[src/rtl/univ_shift_reg_if.sv]
// Command/status bundle for the universal shift register.
// master drives commands and serial data in; slave returns the word and status.
interface univ_shift_reg_if #(
    parameter int WIDTH = 8,
    parameter int AMT_W = 4
);
    logic             START;
    logic [2:0]       MODE;
    logic [AMT_W-1:0] AMT;
    logic [WIDTH-1:0] D;
    logic             SIN;
    logic [WIDTH-1:0] Q;
    logic             SOUT;
    logic             BUSY;
    logic             DONE;

    modport master (
        output START, MODE, AMT, D, SIN,
        input  Q, SOUT, BUSY, DONE
    );

    modport slave (
        input  START, MODE, AMT, D, SIN,
        output Q, SOUT, BUSY, DONE
    );
endinterface

[src/rtl/univ_shift_reg.sv]
// Universal shift register: hold / load / clear in one cycle, shifts and
// rotates of AMT single-bit steps, one step per clock, with BUSY/DONE status.
//
//  state | meaning
//  ------+---------------------------------------------------------------
//  IDLE  | waiting for START; single-cycle commands and step 1 happen here
//  SHIFT | multi-step command running, cnt = steps still to perform
module univ_shift_reg #(
    parameter int WIDTH = 8,
    parameter int AMT_W = 4
) (
    input  logic              CLK,
    input  logic              RESET,
    univ_shift_reg_if.slave   bus
);

    localparam logic [2:0] MODE_HOLD  = 3'b000;
    localparam logic [2:0] MODE_LOAD  = 3'b001;
    localparam logic [2:0] MODE_SHL   = 3'b010;
    localparam logic [2:0] MODE_SHR   = 3'b011;
    localparam logic [2:0] MODE_ROL   = 3'b100;
    localparam logic [2:0] MODE_ROR   = 3'b101;
    localparam logic [2:0] MODE_ASR   = 3'b110;
    localparam logic [2:0] MODE_CLEAR = 3'b111;

    localparam logic [AMT_W-1:0] AMT_ZERO = '0;
    localparam logic [AMT_W-1:0] AMT_ONE  = AMT_W'(1);

    typedef enum logic {
        IDLE  = 1'b0,
        SHIFT = 1'b1
    } state_t;

    state_t           state, state_nxt;
    logic [WIDTH-1:0] q, q_nxt;
    logic             sout, sout_nxt;
    logic             done, done_nxt;
    logic [AMT_W-1:0] cnt, cnt_nxt;
    logic [2:0]       mode_r, mode_nxt;

    logic [2:0]       step_mode;
    logic [WIDTH-1:0] step_q;
    logic             step_sout;

    // While a command runs, the captured mode drives the step; MODE on the
    // bus only matters at the accepting edge.
    assign step_mode = (state == SHIFT) ? mode_r : bus.MODE;

    // One single-bit step of the selected shift or rotate.
    always_comb begin
        step_q    = q;
        step_sout = sout;
        case (step_mode)
            MODE_SHL: begin
                step_q    = {q[WIDTH-2:0], bus.SIN};
                step_sout = q[WIDTH-1];
            end
            MODE_SHR: begin
                step_q    = {bus.SIN, q[WIDTH-1:1]};
                step_sout = q[0];
            end
            MODE_ROL: begin
                step_q    = {q[WIDTH-2:0], q[WIDTH-1]};
                step_sout = q[WIDTH-1];
            end
            MODE_ROR: begin
                step_q    = {q[0], q[WIDTH-1:1]};
                step_sout = q[0];
            end
            MODE_ASR: begin
                step_q    = {q[WIDTH-1], q[WIDTH-1:1]};
                step_sout = q[0];
            end
            default: begin
                step_q    = q;
                step_sout = sout;
            end
        endcase
    end

    // Next-state and datapath control.
    always_comb begin
        state_nxt = state;
        q_nxt     = q;
        sout_nxt  = sout;
        done_nxt  = 1'b0;
        cnt_nxt   = cnt;
        mode_nxt  = mode_r;

        case (state)
            IDLE: begin
                if (bus.START) begin
                    mode_nxt = bus.MODE;
                    case (bus.MODE)
                        MODE_HOLD: begin
                            done_nxt = 1'b1;
                        end
                        MODE_LOAD: begin
                            q_nxt    = bus.D;
                            done_nxt = 1'b1;
                        end
                        MODE_CLEAR: begin
                            q_nxt    = '0;
                            done_nxt = 1'b1;
                        end
                        default: begin
                            if (bus.AMT == AMT_ZERO) begin
                                done_nxt = 1'b1;
                            end else begin
                                // The accepting edge already performs step 1.
                                q_nxt    = step_q;
                                sout_nxt = step_sout;
                                cnt_nxt  = bus.AMT - AMT_ONE;
                                if (bus.AMT == AMT_ONE) begin
                                    done_nxt = 1'b1;
                                end else begin
                                    state_nxt = SHIFT;
                                end
                            end
                        end
                    endcase
                end
            end
            SHIFT: begin
                q_nxt    = step_q;
                sout_nxt = step_sout;
                cnt_nxt  = cnt - AMT_ONE;
                if (cnt == AMT_ONE) begin
                    state_nxt = IDLE;
                    done_nxt  = 1'b1;
                end
            end
            default: begin
                state_nxt = IDLE;
            end
        endcase
    end

    // State register with synchronous active-low reset.
    always_ff @(posedge CLK) begin
        if (!RESET) begin
            state  <= IDLE;
            q      <= '0;
            sout   <= 1'b0;
            done   <= 1'b0;
            cnt    <= '0;
            mode_r <= MODE_HOLD;
        end else begin
            state  <= state_nxt;
            q      <= q_nxt;
            sout   <= sout_nxt;
            done   <= done_nxt;
            cnt    <= cnt_nxt;
            mode_r <= mode_nxt;
        end
    end

    assign bus.Q    = q;
    assign bus.SOUT = sout;
    assign bus.BUSY = (state == SHIFT);
    assign bus.DONE = done;

endmodule

[src/flat_wrapper.sv]
// flat-port wrapper written by rule: the top's interface ports become plain ports
module univ_shift_reg_flat 
#(
    parameter int WIDTH = 8,
    parameter int AMT_W = 4
)
  (CLK, RESET, bus_START, bus_MODE, bus_AMT, bus_D, bus_SIN, bus_Q, bus_SOUT, bus_BUSY, bus_DONE);
  univ_shift_reg_if #(.WIDTH(WIDTH), .AMT_W(AMT_W)) bus_i ();
  input  logic CLK;
  input  logic RESET;
  input wire logic [$bits(bus_i.START)-1:0] bus_START;
  input wire logic [$bits(bus_i.MODE)-1:0] bus_MODE;
  input wire logic [$bits(bus_i.AMT)-1:0] bus_AMT;
  input wire logic [$bits(bus_i.D)-1:0] bus_D;
  input wire logic [$bits(bus_i.SIN)-1:0] bus_SIN;
  output wire logic [$bits(bus_i.Q)-1:0] bus_Q;
  output wire logic [$bits(bus_i.SOUT)-1:0] bus_SOUT;
  output wire logic [$bits(bus_i.BUSY)-1:0] bus_BUSY;
  output wire logic [$bits(bus_i.DONE)-1:0] bus_DONE;
  assign bus_i.START = bus_START;
  assign bus_i.MODE = bus_MODE;
  assign bus_i.AMT = bus_AMT;
  assign bus_i.D = bus_D;
  assign bus_i.SIN = bus_SIN;
  assign bus_Q = bus_i.Q;
  assign bus_SOUT = bus_i.SOUT;
  assign bus_BUSY = bus_i.BUSY;
  assign bus_DONE = bus_i.DONE;
  univ_shift_reg #(.WIDTH(WIDTH), .AMT_W(AMT_W)) u_core (.CLK(CLK), .RESET(RESET), .bus(bus_i));
endmodule
[config.mk]
export PLATFORM = sky130hd
export DESIGN_NAME = univ_shift_reg_flat
export DESIGN_NICKNAME = d
export VERILOG_FILES = /design/src/rtl/univ_shift_reg_if.sv /design/src/rtl/univ_shift_reg.sv /design/src/flat_wrapper.sv
export SDC_FILE = /design/constraint.sdc
export NUM_CORES = 1
export LEC_CHECK = 0
export BUFFER_PORTS_ARGS = -buffer_cell sky130_fd_sc_hd__buf_2
export CORE_UTILIZATION = 45
export CTS_CLUSTER_DIAMETER = 30
export DETAILED_ROUTE_END_ITERATION = 7
export HOLD_SLACK_MARGIN = 0.15
export PLACE_DENSITY = 0.73
export SLEW_MARGIN = 20
export SYNTH_ARGS = -nofsm -noshare
export SYNTH_HDL_FRONTEND = slang
export SYNTH_SLANG_ARGS = --single-unit
[constraint.sdc]
create_clock -name CLK -period 2.1 [get_ports CLK]
set_input_delay 0.315 -clock CLK [delete_from_list [all_inputs] [get_ports CLK]]
set_output_delay 0.315 -clock CLK [all_outputs]
set_load 0.02 [all_outputs]
## Yosys cells after proc, flatten, opt, wreduce, memory -nomap -nowiden

Index checks and enable logic that the tools add are counted.

- Register bits: 18
- Output and inout port bits: 11
- Word-level logic and storage cells: 58

- $add $sub $neg: 2
- Equality and inequality tests: 14
- Multiplexer cells: 27
- Bitwise logic cells: 1
- Reduce and logical (&&, ||, !) cells: 8

Operator list:

| operator | number |
|---|---|
| $pmux 8 s5 | 1 |
| $pmux 8 s3 | 1 |
| $mux 8 | 2 |
| $pmux 8 s2 | 1 |
| $mux 1 | 13 |
| $eq 3x3->1 const B | 4 |
| $mux 4 | 3 |
| $eq 4x1->1 const B | 2 |
| $ne 2x2->1 const B | 4 |
| $pmux 1 s2 | 4 |
| $pmux 4 s2 | 1 |
| $sub 4x1->4 const B | 2 |
| $eq 3x2->1 const B | 2 |
| $reduce_and 3->1 | 2 |
| $reduce_or 3->1 | 2 |
| $logic_not 4->1 | 1 |
| $ne 4x4->1 const B | 1 |
| $eq 3x1->1 const B | 1 |
| $logic_not 3->1 | 1 |
| $mux 3 | 1 |
| $reduce_and 2->1 | 1 |
| $reduce_or 2->1 | 1 |
| $not 1->1 | 1 |

## Depth between registers and ports, before layout

Gate-level depths: netlist (run 1).

- Word-level depth: 8
- Mapped depth: 7
- Depth with buffers taken out: 7

## Worst setup path after synthesis (run 1)

Ideal clock, no wire load.

- Path kind: register to register
- Start point: reg u_core.state (netlist: u_core.bus.BUSY)
- End point: reg u_core.q[7] (netlist: u_core.bus.Q[7])
- Data arrival time: 1679 ps
- Required time: 1971 ps
- Setup slack: 292 ps
- Cell stages (with the launch flop): 7
- Cell sequence: dfxtp_1 -> buf_2 -> buf_2 -> buf_1 -> a21oi_1 -> a2111oi_0 -> nor2_1

- Cells in the longest elaborated chain, start to end: 7

Ends and longest elaborated chain:

| what | line | RTL |
|---|---|---|
| start: declaration | univ_shift_reg.sv:34 | `state_t state, state_nxt;` |
| start signal: assignment | univ_shift_reg.sv:149 | `state <= state_nxt;` |
| $mux 3 | univ_shift_reg.sv:47 | `assign step_mode = (state == SHIFT) ? mode_r : bus.MODE;` |
| $eq 3x3->1 or $eq 3x2->1 (tied branches) | univ_shift_reg.sv:53 | `case (step_mode)` |
| $pmux 8 s5 | univ_shift_reg.sv:53 |  |
| $mux 8 | univ_shift_reg.sv:107 | `if (bus.AMT == AMT_ZERO) begin` |
| $pmux 8 s3 | univ_shift_reg.sv:94 | `case (bus.MODE)` |
| $mux 8 | univ_shift_reg.sv:92 | `if (bus.START) begin` |
| $pmux 8 s2 | univ_shift_reg.sv:90 | `case (state)` |
| end signal: assignment | univ_shift_reg.sv:150 | `q <= q_nxt;` |
| end: declaration | univ_shift_reg.sv:35 | `logic [WIDTH-1:0] q, q_nxt;` |

Several ways; a longest one is shown, not always the timed one. The select of a mux whose other input is x is not followed.
A chain may end at the register's enable or synchronous reset.

## Worst setup path after layout (run 1)

- Start point: reg u_core.state (netlist: u_core.bus.BUSY)
- End point: reg u_core.q[4] (netlist: u_core.bus.Q[4])

Same word-level chain as after synthesis.

==> flow_summary.ini, run 1 <==
[status]
outcome = complete, no violations

[floorplanning]
initial_core_util_pct = 48.2
coreArea_sq_um = 2500
pin_count = 30
die_width_um = 53.7
rows = 18
fp.dieH_um = 53.7
dieArea_sq_um = 2890

[clocking]
cts-buffers-inserted = 3
clk_path_buf_depth = 2
clk_latency_ps = 290
postCtsSetupBuffers = 0
htree_levels = 1
clock_sinks = 18
cts_tree = yes
cts_root_buf = clkbuf_4
clk_pin_slew_ps = 110

[global_routing]
grt_max_degree = 16
grt_pass1_wl_um = 4690
grt_pass1_vias = 1086
grt_overflow = 0
track_usage_pct = 22.5
antenna_found_initial = 0

[layout]
final_area_sq_um = 1420
final_cell_mix = buf_2 (29), dfxtp_1 (17), nor2_1 (11)
num_antenna_cells = 0
drive_above_1_share_pct = 27.5
finalNetCount = 191
syn2layout_area_growth_pct = 17.5
nFillCells = 230
layout_commonest_cell = buf_2

[yosys]
synthMuxAreaShare_pct = 5.09
ys_ff_latch = 18
yosys_warnings = 0
syn_nets = 158
ys_types = 46
synth_fa_ha_area_share_pct = 4.15
synthCells = 135
avgSynthCellArea_sq_um = 8.93
synth_compound_area_share_pct = 33.0
yosys.area_share.simple_pct = 17.9
synth_xor_area_share_pct = 4.47
synth_area_leaders = dfxtp_1 (30%), o2bb2ai_1 (5.1%), a222oi_1 (5.0%)
synthFlopType = dfxtp_1
synth-edff-count = 0
async_reset_ff_share_pct = 0
yosysSeqAreaShare_pct = 29.9
syn_area_sq_um = 1200
netlist.top_cell.by_area = dfxtp_1
synth_top_area_share_pct = 29.9
synth_top_family_by_area = compound AO/OA/AOI/OAI gates

[detailed_routing]
ant_nets = 0
drt_iter0_markers = 61
totalWireLength_um = 2970
first_pass_iters = 5
dr_total_vias = 1205
drc = 0
routed_via_density = 6.12
wl_per_cell_um = 15.1

[timing]
rsz0062_at_grt = false
post-route-period-util_pct = 85.9
finalSetupViolations = 0
tns_ps = 0
fin_crit_ps = 1800
final-hold-violation-count = 0
fmax_ghz = 0.555
slew_violations = 0
maxSlewHeadroom_pct = 44.7
tightest_slew_ps = 823
fin_skew_ps = 6.04

[pwr]
p_leak_nw = 0.584
powerDensity_nw_per_um2 = 633
peakVddDrop_v = 0.000321

[min_path]
min_from = bus_D[6]
hold_class = in -> reg

[placement]
portBuffers = 29
placed_area_sq_um = 1380
dp_hpwl_um = 2280
gp_congestion = 0.804

[critical_path]
setup.worst_path.start_class = register
path_class = reg -> reg
worst_setup_path_end_kind = register
required_ps = 2330
cp_data_arrival_time_ps = 2040
r2r_start = u_core.bus.BUSY
cp_max_fo = 12
critPathLaunch = u_core.bus.BUSY

[run]
maxCapViolCount = 0
-- area by class of cell --
class                      count  area [sq um]  share of cell area [%]
clock buffer                   4          36.3                    2.56
inverter                       7          26.3                    1.86
multi-input combinational    105           779                    55.0
sequential                    18           362                    25.5
tap                           30          37.5                    2.65
timing repair buffer          33           175                    12.4
-- state kept, by name, summed over array words and instances, names as in the netlist --
signal,flops
u_core.bus.SOUT,1
u_core.mode_r,3
u_core.bus.BUSY,1
u_core.bus.Q,8
u_core.bus.DONE,1
u_core.cnt,4
-- repair_timing --
item	CTS	global route
endpoints found under the setup margin	0	1
resized for setup	0	2
hold buffers	0	0
-- power breakdown --
| group | switching (mW) | leakage (nW) | internal (mW) |
|---|---|---|---|
| clock | 0.112 | 0.0210 | 0.106 |
| combinational | 0.155 | 0.415 | 0.120 |
| sequential | 0.0357 | 0.148 | 0.369 |
-- Yosys cell counts, types with 2 or more instances --
cell type   n
inv_1       6
nor3b_1     3
nand2b_1    5
buf_2       2
a31oi_1     3
a211oi_1    2
a21o_1      2
and3_1      2
nor3_1      3
a21oi_1     8
a222oi_1    6
ha_1        4
dfxtp_1    18
mux2i_1     5
nand3_1     2
xnor2_1     2
o32ai_1     2
nor2b_1     2
o21ai_0     8
nor2_1     11
nand2_1     8
o2bb2ai_1   7
-- worst max-delay path, stage by stage (launching register included) --
cell and delay (ps):
dfxtp_2 410, or4b_1 620, a21o_1 200, o221a_2 150, a21oi_4 220, o2bb2ai_1 140
-- layer usage --
layer / vias to the layer above / global-route usage (%) / wire length (um)
met3: 4 / 2.54 / 120
met4: 0 / 8.33 / 26
met2: 33 / 41.6 / 1490
met5: - / 0 / 0
li1: 595 / - / -
met1: 573 / 26.1 / 1330
-- path summary, 6_finish.rpt --
| path | endpoint | cells after the start | slack [ps] |
|---|---|---|---|
| hold reg to reg | u_core.cnt[3] | 2 | 480 |
| setup reg to reg | u_core.bus.Q[4] | 5 | 300 |
| hold / removal | u_core.bus.Q[6] | 3 | 290 |
| setup / recovery | u_core.bus.Q[4] | 5 | 300 |
-- cell families (layout without fill, tap and decap cells) --
kind of cell / count (synthesis) / in the layout
AOI/OAI and AO/OA: 50 / 50
xor gates and xnor gates: 4 / 4
adders and majority gates: 4 / 4
buffers and inverters: 12 / 44
DFF: 18 / 18
muxes: 6 / 6
and+or+nand+nor: 41 / 41
-- through the flow --
| stage | util [%] | std cells | power [mW] | worst slack, ps | hold WS [ps] |
|---|---|---|---|---|---|
| floorplan | - | 135 | 0.599 | 292 | 446 |
| finish | 56.7 | 197 | 0.897 | 297 | 291 |
| CTS | 56.6 | 197 | 0.896 | 177 | 290 |
| global placement | 55.1 | 193 | 0.671 | 151 | 463 |
| detailed placement | 55.1 | 193 | 0.683 | 114 | 470 |
| global route | 56.7 | 197 | 0.946 | 88.3 | 283 |
(Power assumes the default switching activity.)
==> run 2, diff against run 1 <==
--- a/config.mk
+++ b/config.mk
@@ -10,7 +10,7 @@
 export CTS_CLUSTER_DIAMETER = 30
 export DETAILED_ROUTE_END_ITERATION = 7
 export HOLD_SLACK_MARGIN = 0.15
-export PLACE_DENSITY = 0.73
+export PLACE_DENSITY = 0.76
 export SLEW_MARGIN = 20
 export SYNTH_ARGS = -nofsm -noshare
 export SYNTH_HDL_FRONTEND = slang
==> constraint.sdc (replaced) <==
create_clock -name CLK -period 1.6 [get_ports CLK]
set_input_delay 0.24 -clock CLK [delete_from_list [all_inputs] [get_ports CLK]]
set_output_delay 0.24 -clock CLK [all_outputs]
set_load 0.02 [all_outputs]
==> run 2 against run 1 <==
The flow now finishes with violations (setup timing). Clock skew is essentially flat. Non-clock buffer count increased by 23. Global-route usage grew 2.2 points. Largest cell class unchanged. Die area stayed put. Via count rose by 8.9%. Design area up 20%.
==> flow_summary.ini, run 2 (same netlist as run 1, synthesis figures left out) <==
[placement]
dp_hpwl_um = 2460
portBuffers = 29
gp_congestion = 0.761

[run]
maxCapViolCount = 0

[floorplanning]
pin_count = 30
dieArea_sq_um = 2890
coreArea_sq_um = 2500
initial_core_util_pct = 48.2
die_width_um = 53.7
rows = 18
fp.dieH_um = 53.7

[layout]
largest_reg_flops = 8
final_cell_mix = buf_2 (29), buf_4 (25), dfxtp_1 (17)
syn2layout_area_growth_pct = 41.4
finalNetCount = 214
layout_commonest_cell = buf_2
drive_above_1_share_pct = 43.2
num_antenna_cells = 0

[timing]
final-hold-violation-count = 0
tightest_slew_ps = 490
post-route-period-util_pct = 106
slew_violations = 0
fin_crit_ps = 1690
fmax_ghz = 0.591
maxSlewHeadroom_pct = 67.1
setup_slack_ps = -92.8
finalSetupViolations = 12
tns_ps = -831
rsz0062_at_grt = true
fin_skew_ps = 5.91

[critical_path]
worstPathCellList = or4b_4 -> a21o_1 -> o221a_4 -> a21oi_4 -> o2bb2ai_1
crit_path_top_delay_cell = or4b_4
required_ps = 1850
slowest_delay_ps = 530
setup.worst_path.start_class = register
path_class = reg -> reg
worst_setup_path_end_kind = register
critPathLaunch = u_core.bus.BUSY
reg2reg_setup_slack_ps = -90
cp_max_fo = 8
cp_data_arrival_time_ps = 1940
r2r_start = u_core.bus.BUSY
r2r_cells = 5

[clocking]
htree_levels = 1
cts_tree = yes
clock_sinks = 18
cts-buffers-inserted = 3
clk_path_buf_depth = 2
clk_pin_slew_ps = 110
clk_latency_ps = 310
cts_root_buf = clkbuf_4

[detailed_routing]
wl_per_cell_um = 14.9
ant_nets = 0
drc = 0
totalWireLength_um = 3270
drt_iter0_markers = 43
first_pass_iters = 5
routed_via_density = 5.96
dr_total_vias = 1312

[pwr]
powerDensity_nw_per_um2 = 766
power_mw = 1.31
peakVddDrop_v = 0.000571
p_leak_nw = 0.719

[min_path]
hold_class = in -> reg
whs_path_depth = 3
min_from = bus_D[6]

[global_routing]
grt_max_degree = 15
grt_pass1_vias = 1190
antenna_found_initial = 0
grt_pass1_wl_um = 5070
track_usage_pct = 24.7
grt_overflow = 0

[status]
violations = setup timing
outcome = finished, violations left
==> run 2: final cells by class <==
type                       instances  area (sq um)
fill                             197           796
tap                               30          37.5
sequential                        18           364
clock buffer                       4          36.3
multi-input combinational        105           870
timing repair buffer              56           355
inverter                           7          41.3
==> run 2: power by group <==
part,switching [mW],internal (mW)
combinational,0.246,0.234
clock,0.162,0.139
sequential,0.0413,0.484
==> run 2: timing repair <==
action / in CTS / in global routing
resized for setup: 7 / 9
gates cloned: 0 / 0
hold buffers: 0 / 0
pin swaps: 12 / 5
endpoints found under the setup margin: 10 / 13
buffers inserted: 1 / 2
==> run 2: path summary, 6_finish.rpt <==
path	to
setup reg to reg	u_core.bus.Q[5]
hold reg to reg	u_core.cnt[3]
hold / removal	u_core.bus.Q[6]
setup / recovery	u_core.bus.Q[5]
==> run 2: layer usage <==
layer  track usage [%]  part of all wire (%)  vias up
met2              46.1                    51       47
li1                  -                     -      637
met4              10.5                   1.3        0
met1              27.9                    43      622
met5                 0                     0        -
met3              2.54                   5.0        6
==> run 2: critical path: cells and delay by family (launching register included) <==
kind | cells | cell delay (ps)
compound gates | 4 | 710
flops | 1 | 390
simple gates | 1 | 530
==> run 2: stage by stage <==
step                area [sq um]  hold slack, ps  utilization [%]  std cells  setup slack, ps
global route                1700             201             68.2        220             -135
detailed placement          1580             482             63.0        213             -271
CTS                         1640             188             65.7        218            -62.4
global placement            1580             459             63.0        213             -219
floorplan                   1260             371                -        135             2.28
finish                      1700             197             68.2        220            -92.8
